## src/rtl/clk_divider_multi_pkg.sv

```systemverilog
// Shared defaults for the multi-channel clock divider.
package clk_divider_multi_pkg;

    localparam int DEF_NCH   = 4;
    localparam int DEF_WIDTH = 16;
    localparam int MIN_DIV   = 2;

endpackage

```

## src/rtl/clk_div_channel.sv

```systemverilog
// One divider channel: live counter and outputs, plus a shadow config that only
// takes effect at a period boundary, on sync_start, or while the channel is idle.
module clk_div_channel
    import clk_divider_multi_pkg::*;
#(
    parameter int WIDTH = DEF_WIDTH
) (
    input  logic             clk_in,
    input  logic             rst_n,
    input  logic             en,
    input  logic             sync_start,
    input  logic             wr,
    input  logic [WIDTH-1:0] wr_div,
    input  logic [WIDTH-1:0] wr_duty,
    output logic             pending,
    output logic             clk_out,
    output logic             tick,
    output logic             active
);

    localparam logic [WIDTH-1:0] ZERO_W    = {WIDTH{1'b0}};
    localparam logic [WIDTH-1:0] ONE_W     = {{(WIDTH-1){1'b0}}, 1'b1};
    localparam logic [WIDTH-1:0] MIN_DIV_W = WIDTH'(MIN_DIV);

    // ceil(div/2) is formed as (div>>1)+div[0] so it cannot overflow at the max div.
    function automatic logic [WIDTH-1:0] high_cycles(input logic [WIDTH-1:0] div,
                                                     input logic [WIDTH-1:0] duty);
        logic [WIDTH-1:0] hi;
        if (duty == ZERO_W) begin
            hi = (div >> 1) + {{(WIDTH-1){1'b0}}, div[0]};
        end else begin
            hi = duty;
        end
        return hi;
    endfunction

    logic [WIDTH-1:0] cnt_r;
    logic [WIDTH-1:0] div_r;
    logic [WIDTH-1:0] duty_r;
    logic [WIDTH-1:0] shd_div_r;
    logic [WIDTH-1:0] shd_duty_r;
    logic [WIDTH-1:0] hi_s;
    logic             pend_r;
    logic             clk_out_r;
    logic             tick_r;
    logic             active_r;
    logic             run_s;
    logic             wrap_s;
    logic             restart_s;
    logic             apply_s;

    // Run, wrap, restart and shadow-apply decode for the current cycle.
    always_comb begin
        run_s     = en && (div_r >= MIN_DIV_W);
        wrap_s    = (cnt_r == (div_r - ONE_W));
        restart_s = run_s && sync_start;
        apply_s   = pend_r && (restart_s || wrap_s || !run_s);
        hi_s      = high_cycles(div_r, duty_r);
    end

    // Counter and registered outputs; an idle or disabled channel parks at count 0.
    always_ff @(posedge clk_in or negedge rst_n) begin
        if (!rst_n) begin
            cnt_r     <= ZERO_W;
            clk_out_r <= 1'b0;
            tick_r    <= 1'b0;
            active_r  <= 1'b0;
        end else if (run_s) begin
            clk_out_r <= (cnt_r < hi_s);
            tick_r    <= (cnt_r == ZERO_W);
            active_r  <= 1'b1;
            cnt_r     <= (restart_s || wrap_s) ? ZERO_W : (cnt_r + ONE_W);
        end else begin
            cnt_r     <= ZERO_W;
            clk_out_r <= 1'b0;
            tick_r    <= 1'b0;
            active_r  <= 1'b0;
        end
    end

    // Shadow capture and apply; ready gating means a write never meets an apply here.
    always_ff @(posedge clk_in or negedge rst_n) begin
        if (!rst_n) begin
            shd_div_r  <= ZERO_W;
            shd_duty_r <= ZERO_W;
            div_r      <= ZERO_W;
            duty_r     <= ZERO_W;
            pend_r     <= 1'b0;
        end else begin
            if (apply_s) begin
                div_r  <= shd_div_r;
                duty_r <= shd_duty_r;
            end else begin
                div_r  <= div_r;
                duty_r <= duty_r;
            end
            if (wr) begin
                shd_div_r  <= wr_div;
                shd_duty_r <= wr_duty;
                pend_r     <= 1'b1;
            end else if (apply_s) begin
                pend_r <= 1'b0;
            end else begin
                pend_r <= pend_r;
            end
        end
    end

    assign pending = pend_r;
    assign clk_out = clk_out_r;
    assign tick    = tick_r;
    assign active  = active_r;

endmodule

```

## src/rtl/clk_divider_multi.sv

```systemverilog
// NCH-channel programmable clock divider: config decode, ready mux and
// sync_start fanout around one clk_div_channel per channel.
module clk_divider_multi
    import clk_divider_multi_pkg::*;
#(
    parameter  int NCH   = DEF_NCH,
    parameter  int WIDTH = DEF_WIDTH,
    localparam int CHW   = (NCH > 1) ? $clog2(NCH) : 1
) (
    input  logic             clk_in,
    input  logic             rst_n,
    input  logic [NCH-1:0]   en,
    input  logic             sync_start,
    input  logic             cfg_valid,
    output logic             cfg_ready,
    input  logic [CHW-1:0]   cfg_ch,
    input  logic [WIDTH-1:0] cfg_div,
    input  logic [WIDTH-1:0] cfg_duty,
    output logic [NCH-1:0]   clk_out,
    output logic [NCH-1:0]   tick,
    output logic [NCH-1:0]   active
);

    logic [NCH-1:0]        pend_s;
    logic [NCH-1:0]        wr_s;
    logic [(2**CHW)-1:0]   pend_ext_s;

    // Unpopulated channel codes read as never pending, so writes to them are dropped.
    always_comb begin
        pend_ext_s          = '0;
        pend_ext_s[NCH-1:0] = pend_s;
    end

    assign cfg_ready = ~pend_ext_s[cfg_ch];

    for (genvar i = 0; i < NCH; i++) begin : g_ch
        assign wr_s[i] = cfg_valid & cfg_ready & (cfg_ch == CHW'(i));

        clk_div_channel #(
            .WIDTH(WIDTH)
        ) u_ch (
            .clk_in    (clk_in),
            .rst_n     (rst_n),
            .en        (en[i]),
            .sync_start(sync_start),
            .wr        (wr_s[i]),
            .wr_div    (cfg_div),
            .wr_duty   (cfg_duty),
            .pending   (pend_s[i]),
            .clk_out   (clk_out[i]),
            .tick      (tick[i]),
            .active    (active[i])
        );
    end

endmodule

```

## config.mk

```make
export PLATFORM = sky130hd
export DESIGN_NAME = clk_divider_multi
export DESIGN_NICKNAME = d
export VERILOG_FILES = /design/src/rtl/clk_divider_multi_pkg.sv /design/src/rtl/clk_div_channel.sv /design/src/rtl/clk_divider_multi.sv
export SDC_FILE = /design/constraint.sdc
export NUM_CORES = 1
export LEC_CHECK = 0
export CAP_MARGIN = 15
export CELL_PAD_IN_SITES_DETAIL_PLACEMENT = 1
export CELL_PAD_IN_SITES_GLOBAL_PLACEMENT = 1
export CORE_MARGIN = 10
export CORE_UTILIZATION = 45
export DETAILED_ROUTE_END_ITERATION = 10
export PLACE_DENSITY_LB_ADDON = 0.1
export SLEW_MARGIN = 20
export SYNTH_ARGS = -nofsm -noshare
export SYNTH_HDL_FRONTEND = slang
export SYNTH_SLANG_ARGS = --single-unit
```

## constraint.sdc

```tcl
create_clock -name clk_in -period 4.6 [get_ports clk_in]
set_input_delay 0.92 -clock clk_in [delete_from_list [all_inputs] [get_ports clk_in]]
set_output_delay 0.92 -clock clk_in [all_outputs]
set_load 0.01 [all_outputs]
```

# After elaboration in Yosys (flattened, before gate mapping)
# Index checks and enable logic that the tools add are counted.
# word_totals
reg_bits,336
out_inout_bits,13
word_cells,141
# op_classes
n_addsub,12
magnitude_cmp,9
n_eq_ne,7
n_mux,34
bitwise,6
n_reduce_logical,37
# ops
operator,n
$mux 16,12
$logic_not 16->1,8
$add 15x1->16,4
$add 16x1->16 const B,4
$eq 16x16->1,4
$ge 16x2->1 const B,4
$lt 16x16->1,4
$sub 16x1->16 const B,4
$mux 1,21
$logic_and 1x1->1,12
$logic_or 1x1->1,8
$reduce_bool 2->1,4
$and 1x1->1,5
$eq 2x2->1 const B,2
$logic_not 1->1,4
$lt 2x3->1 const B,1
$bmux 1 s2,1
$eq 2x1->1 const B,1
$logic_not 2->1,1
$not 1->1,1

# Depth between registers and ports, before layout
# logic_depth
depth_word,8
ltp_mapped,16

# Modules after synthesis
# From an unflattened synthesis, not the netlist that was laid out.
# hier_totals
hier_cells,1723
area_unflattened_um2,19464.9
# by_module_without_submodules
module,instances,cells_each,area_per_inst_um2,seq_area_each_um2
clk_div_channel at g_ch[0].u_ch ...,3,432,4867.2,2102.0
clk_div_channel at g_ch[1].u_ch,1,420,4799.6,2102.0
clk_divider_multi,1,7,63.8,0.0

# Worst setup path after synthesis
# No wires, ideal clock.
# synth_timing
kind,reg2reg
from,register g_ch[2].u_ch.duty_r[9]
to,register g_ch[2].u_ch.clk_out_r
arrival_ns,3.186
setup_slack_ns,1.337
stages_incl_launch_ff,16
path_buffers,1
period_less_slack_ns,3.263
cell_sequence,dfrtp_1 > nor4_1 > nand3_1 > nor4_1 > nor2b_1 > clkbuf_1 > a21oi_1 > ha_1 > a21o_1 > a21o_1 > a21oi_1 > nor2b_1 > o21ai_0 > a21oi_1 > or4_1 > a21oi_1
# synth_between
elab_chain_cells,4
# synth_lines
item,line,text
"start, declared",clk_div_channel.sv:39,logic [WIDTH-1:0] duty_r;
"start signal, assigned",clk_div_channel.sv:92,duty_r <= shd_duty_r;
"start signal, assigned",clk_div_channel.sv:95,duty_r <= duty_r;
$logic_not 16->1,clk_div_channel.sv:29,if (duty == ZERO_W) begin
$mux 16 (*),clk_div_channel.sv:29,
$lt 16x16->1 (*),clk_div_channel.sv:69,clk_out_r <= (cnt_r < hi_s);
$mux 1 (*),clk_div_channel.sv:68,end else if (run_s) begin
"end signal, assigned",clk_div_channel.sv:69,
"end, declared",clk_div_channel.sv:44,logic clk_out_r;
# Mark *: on every way between the ends. The rest lies on a longest branch, timed or not.
# A chain may end at the register's enable or synchronous reset.

# Worst setup path in the final report
# Same ends and word-level chain as after synthesis.

==> flow_summary.yaml <==
status:
  status: "finished clean"
drt:
  wl_per_cell_um: 23.1
  detail-route-antenna-nets: 0
  num_vias: 14600
  drc: 0
  drtIter0Drc: 1067
  routed_wl_um: 56400
  vias_per_cell: 5.99
  drtPass1Iterations: 5
critical_path:
  crit_end: "g_ch[2].u_ch.clk_out"
  crit_arrival_ns: 4.13
  crit_path_start_kind: "flip-flop"
  r2r_start: "g_ch[2].u_ch.duty_r[9]"
  reg2reg_slack_ns: 0.95
  crit_type: "flip-flop to flip-flop"
  worst_r2r_endpoint: "g_ch[2].u_ch.clk_out"
  cp-end-kind: "flip-flop"
  required_ns: 5.08
  startpoint: "g_ch[2].u_ch.duty_r[9]"
  ff2ff_path_depth: 14
  cp_max_fo: 5
timing:
  fin_crit_ns: 3.65
  worst_pin_slew_ns: 0.821
  skew_ns: 0.0157
  period_share_pct: 79.4
  clock.fmax_mhz: 274
  setup_viol_count_final: 0
  hold_viol_final: 0
  fin_ws_ns: 0.947
  maxSlewViolCount: 0
  rsz0062_at_grt: "false"
  setup-tns-final_ns: 0
  worst_slew_margin_rel_pct: 45.3
placement:
  gp_congestion: 0.877
  dpl.hpwl_um: 38900
  place_area_um2: 20100
  place.port_buffers: 54
  post-place-ws_ns: 0.938
synthesis:
  ys_warn_count: 0
  async_reset_ff_share_pct: 100
  synth_area_per_cell_um2: 10.1
  synth_commonest_cells: "336 x dfrtp_1, 155 x mux2_2, 137 x nand3_1"
  synthCells: 1901
  synth_top_area_cell: "dfrtp_1"
  synthTopCellsByArea: "dfrtp_1 44%, mux2_2 9.1%, ha_1 5.5%"
  syn_nets: 2027
  yosysMostFrequentCell: "dfrtp_1"
  synth_edf_count: 0
  ys_ff_latch: 336
  synth_flop_cell: "dfrtp_1"
  yosysSeqAreaShare_pct: 43.7
  synth.distinct_cells: 69
  syn-cell-area_um2: 19200
  synth_top_area_share_pct: 43.7
floorplanning:
  start_util_pct: 45.7
  io_pins: 55
  die_h_um: 227
  die_area_um2: 51400
  num_rows: 75
  core_area_um2: 42100
  die_width_um: 227
power_and_ir_drop:
  switching_share_pct: 33.9
  p_per_area_nw_per_um2: 465
  combPwrFrac_pct: 23.3
  peakVddDrop_uv: 249
  p_int_uw: 6560
  clkPwrFrac_pct: 30.9
  power.leakage_uw: 0.00882
  p_seq_share_pct: 45.7
  p_switching_uw: 3360
clocking:
  hold_buffers: 0
  cts_buffers: 39
  clock-root-buffer: "clkbuf_16"
  cts_setup_buffers: 0
  htree_num_levels: 2
  path_clk_slew_ns: 0.05
  cts.sinks: 336
  clock_latency_ns: 0.57
  cts_resized: 0
  clockBufferDepth: 3
  cts_tree: "built"
global_route:
  grt-ovfl-total: 0
  grt_max_degree: 101
  grtUsageTotal_pct: 22.3
  antenna_found_initial: 2
  grt_pass1_vias: 15600
  grt_pass1_wl_um: 89800
final_layout:
  area_growth_pct: 10.9
  postLayoutCellArea_um2: 21300
  seqCellArea_um2: 8410
  drive_above_1_share_pct: 14.0
  nFillCells: 4541
  final_nets: 2002
  multi_input_area_um2: 10100
hold_path:
  holdCritPathClass: "primary input to asynchronous set/reset pin"
job:
  maxCapViolCount: 0
-- worst min-delay path by stage --
stage	end	slack, ns	cells past startpoint
2_1_floorplan	g_ch[3].u_ch.div_r[15]	0.46	1
3_3_place_gp	g_ch[3].u_ch.duty_r[13]	0.47	1
3_5_place_dp	g_ch[1].u_ch.div_r[7]	0.48	1
4_1_cts	g_ch[0].u_ch.tick	0.44	1
5_1_grt	g_ch[0].u_ch.tick	0.47	1
6_report	g_ch[0].u_ch.tick	0.42	1
-- state kept, by name, summed over array words and instances, names as in the netlist --
name,flops
g_ch.u_ch.active,4
g_ch.u_ch.clk_out,4
g_ch.u_ch.cnt_r,64
g_ch.u_ch.div_r,64
g_ch.u_ch.duty_r,64
g_ch.u_ch.pending,4
g_ch.u_ch.shd_div_r,64
g_ch.u_ch.shd_duty_r,64
g_ch.u_ch.tick,4
-- logic make-up after synthesis --
group	after synthesis	synth area share, %
fa+ha+maj	84	5.46
flops	336	43.7
simple gates	596	15.5
buf+inv	183	4.18
xor+xnor	192	8.74
mux	192	11.3
compound gates	318	11.1
-- layer usage --
layer	track usage (%)	up-vias	wire length, um	part of all wire (%)
met5	1.71	-	120	0.21
met2	36.5	238	26900	48
met1	29.8	7556	26000	46
met3	2.92	79	1920	3.4
li1	-	6758	-	-
met4	7.03	2	1540	2.7
-- cell usage in the layout (no fill, tap or decap), drive strengths merged, types with 4 or more instances in the layout --
cell           count
nand4             29
o211ai            67
xor2             100
nor4              38
nor4b              9
nand2            128
nor2b             13
a21o              15
and2               8
xnor2             92
mux2i              4
nor3b              7
a22oi             64
a21oi             85
a41oi              6
ha                84
a2111oi            6
clkdlybuf4s50     53
nand3b             7
dfrtp            336
clkinv             7
clkbuf            53
or3                5
buf               29
nor2             132
o21ai             34
a31oi              4
inv               36
mux2             187
o22ai              5
and3              31
a211oi             8
or4                7
nand3            137
nor3              32
-- power by group through the flow --
stage               logic (uW)  clock network (uW)  registers [uW]
detailed placement        2310                   0            4570
floorplan                 2080                   0            3980
finish                    2310                3070            4540
global placement          2210                   0            4540
global route              2600                3280            4660
CTS                       2340                3160            4530
-- stage by stage --
stage / util [%] / hold WS, ns / std cells / total power (uW)
global route: 50.6 / 0.468 / 2440 / 10500
finish: 50.6 / 0.417 / 2442 / 9930
floorplan: - / 0.459 / 1901 / 6060
detailed placement: 47.7 / 0.477 / 2374 / 6890
global placement: 47.7 / 0.468 / 2374 / 6750
CTS: 50.6 / 0.436 / 2440 / 10000
-- layout make-up --
type                    instances  share of cell area, %
inverters                      35                  0.616
clock inverters                13                  0.768
multi-input cells            1382                   47.2
clock buffers                  53                   5.02
flip-flops and latches        336                   39.4
repair buffers                 82                   3.78
diodes                          2                 0.0235
well taps                     539                   3.16
-- worst max-delay path, cell delays in order, from the launching register on --
cell and delay, ns:
dfrtp_1 0.41, nor4_1 0.43, nand3_1 0.13, nor4_1 0.38, nor2b_1 0.35, a21oi_1 0.14, ha_1 0.32, a21o_1 0.18
a21o_1 0.17, a21oi_1 0.14, nor2b_1 0.06, o21ai_0 0.14, a21oi_1 0.09, or4_1 0.49, a21oi_1 0.15
(Power assumes the default switching activity.)
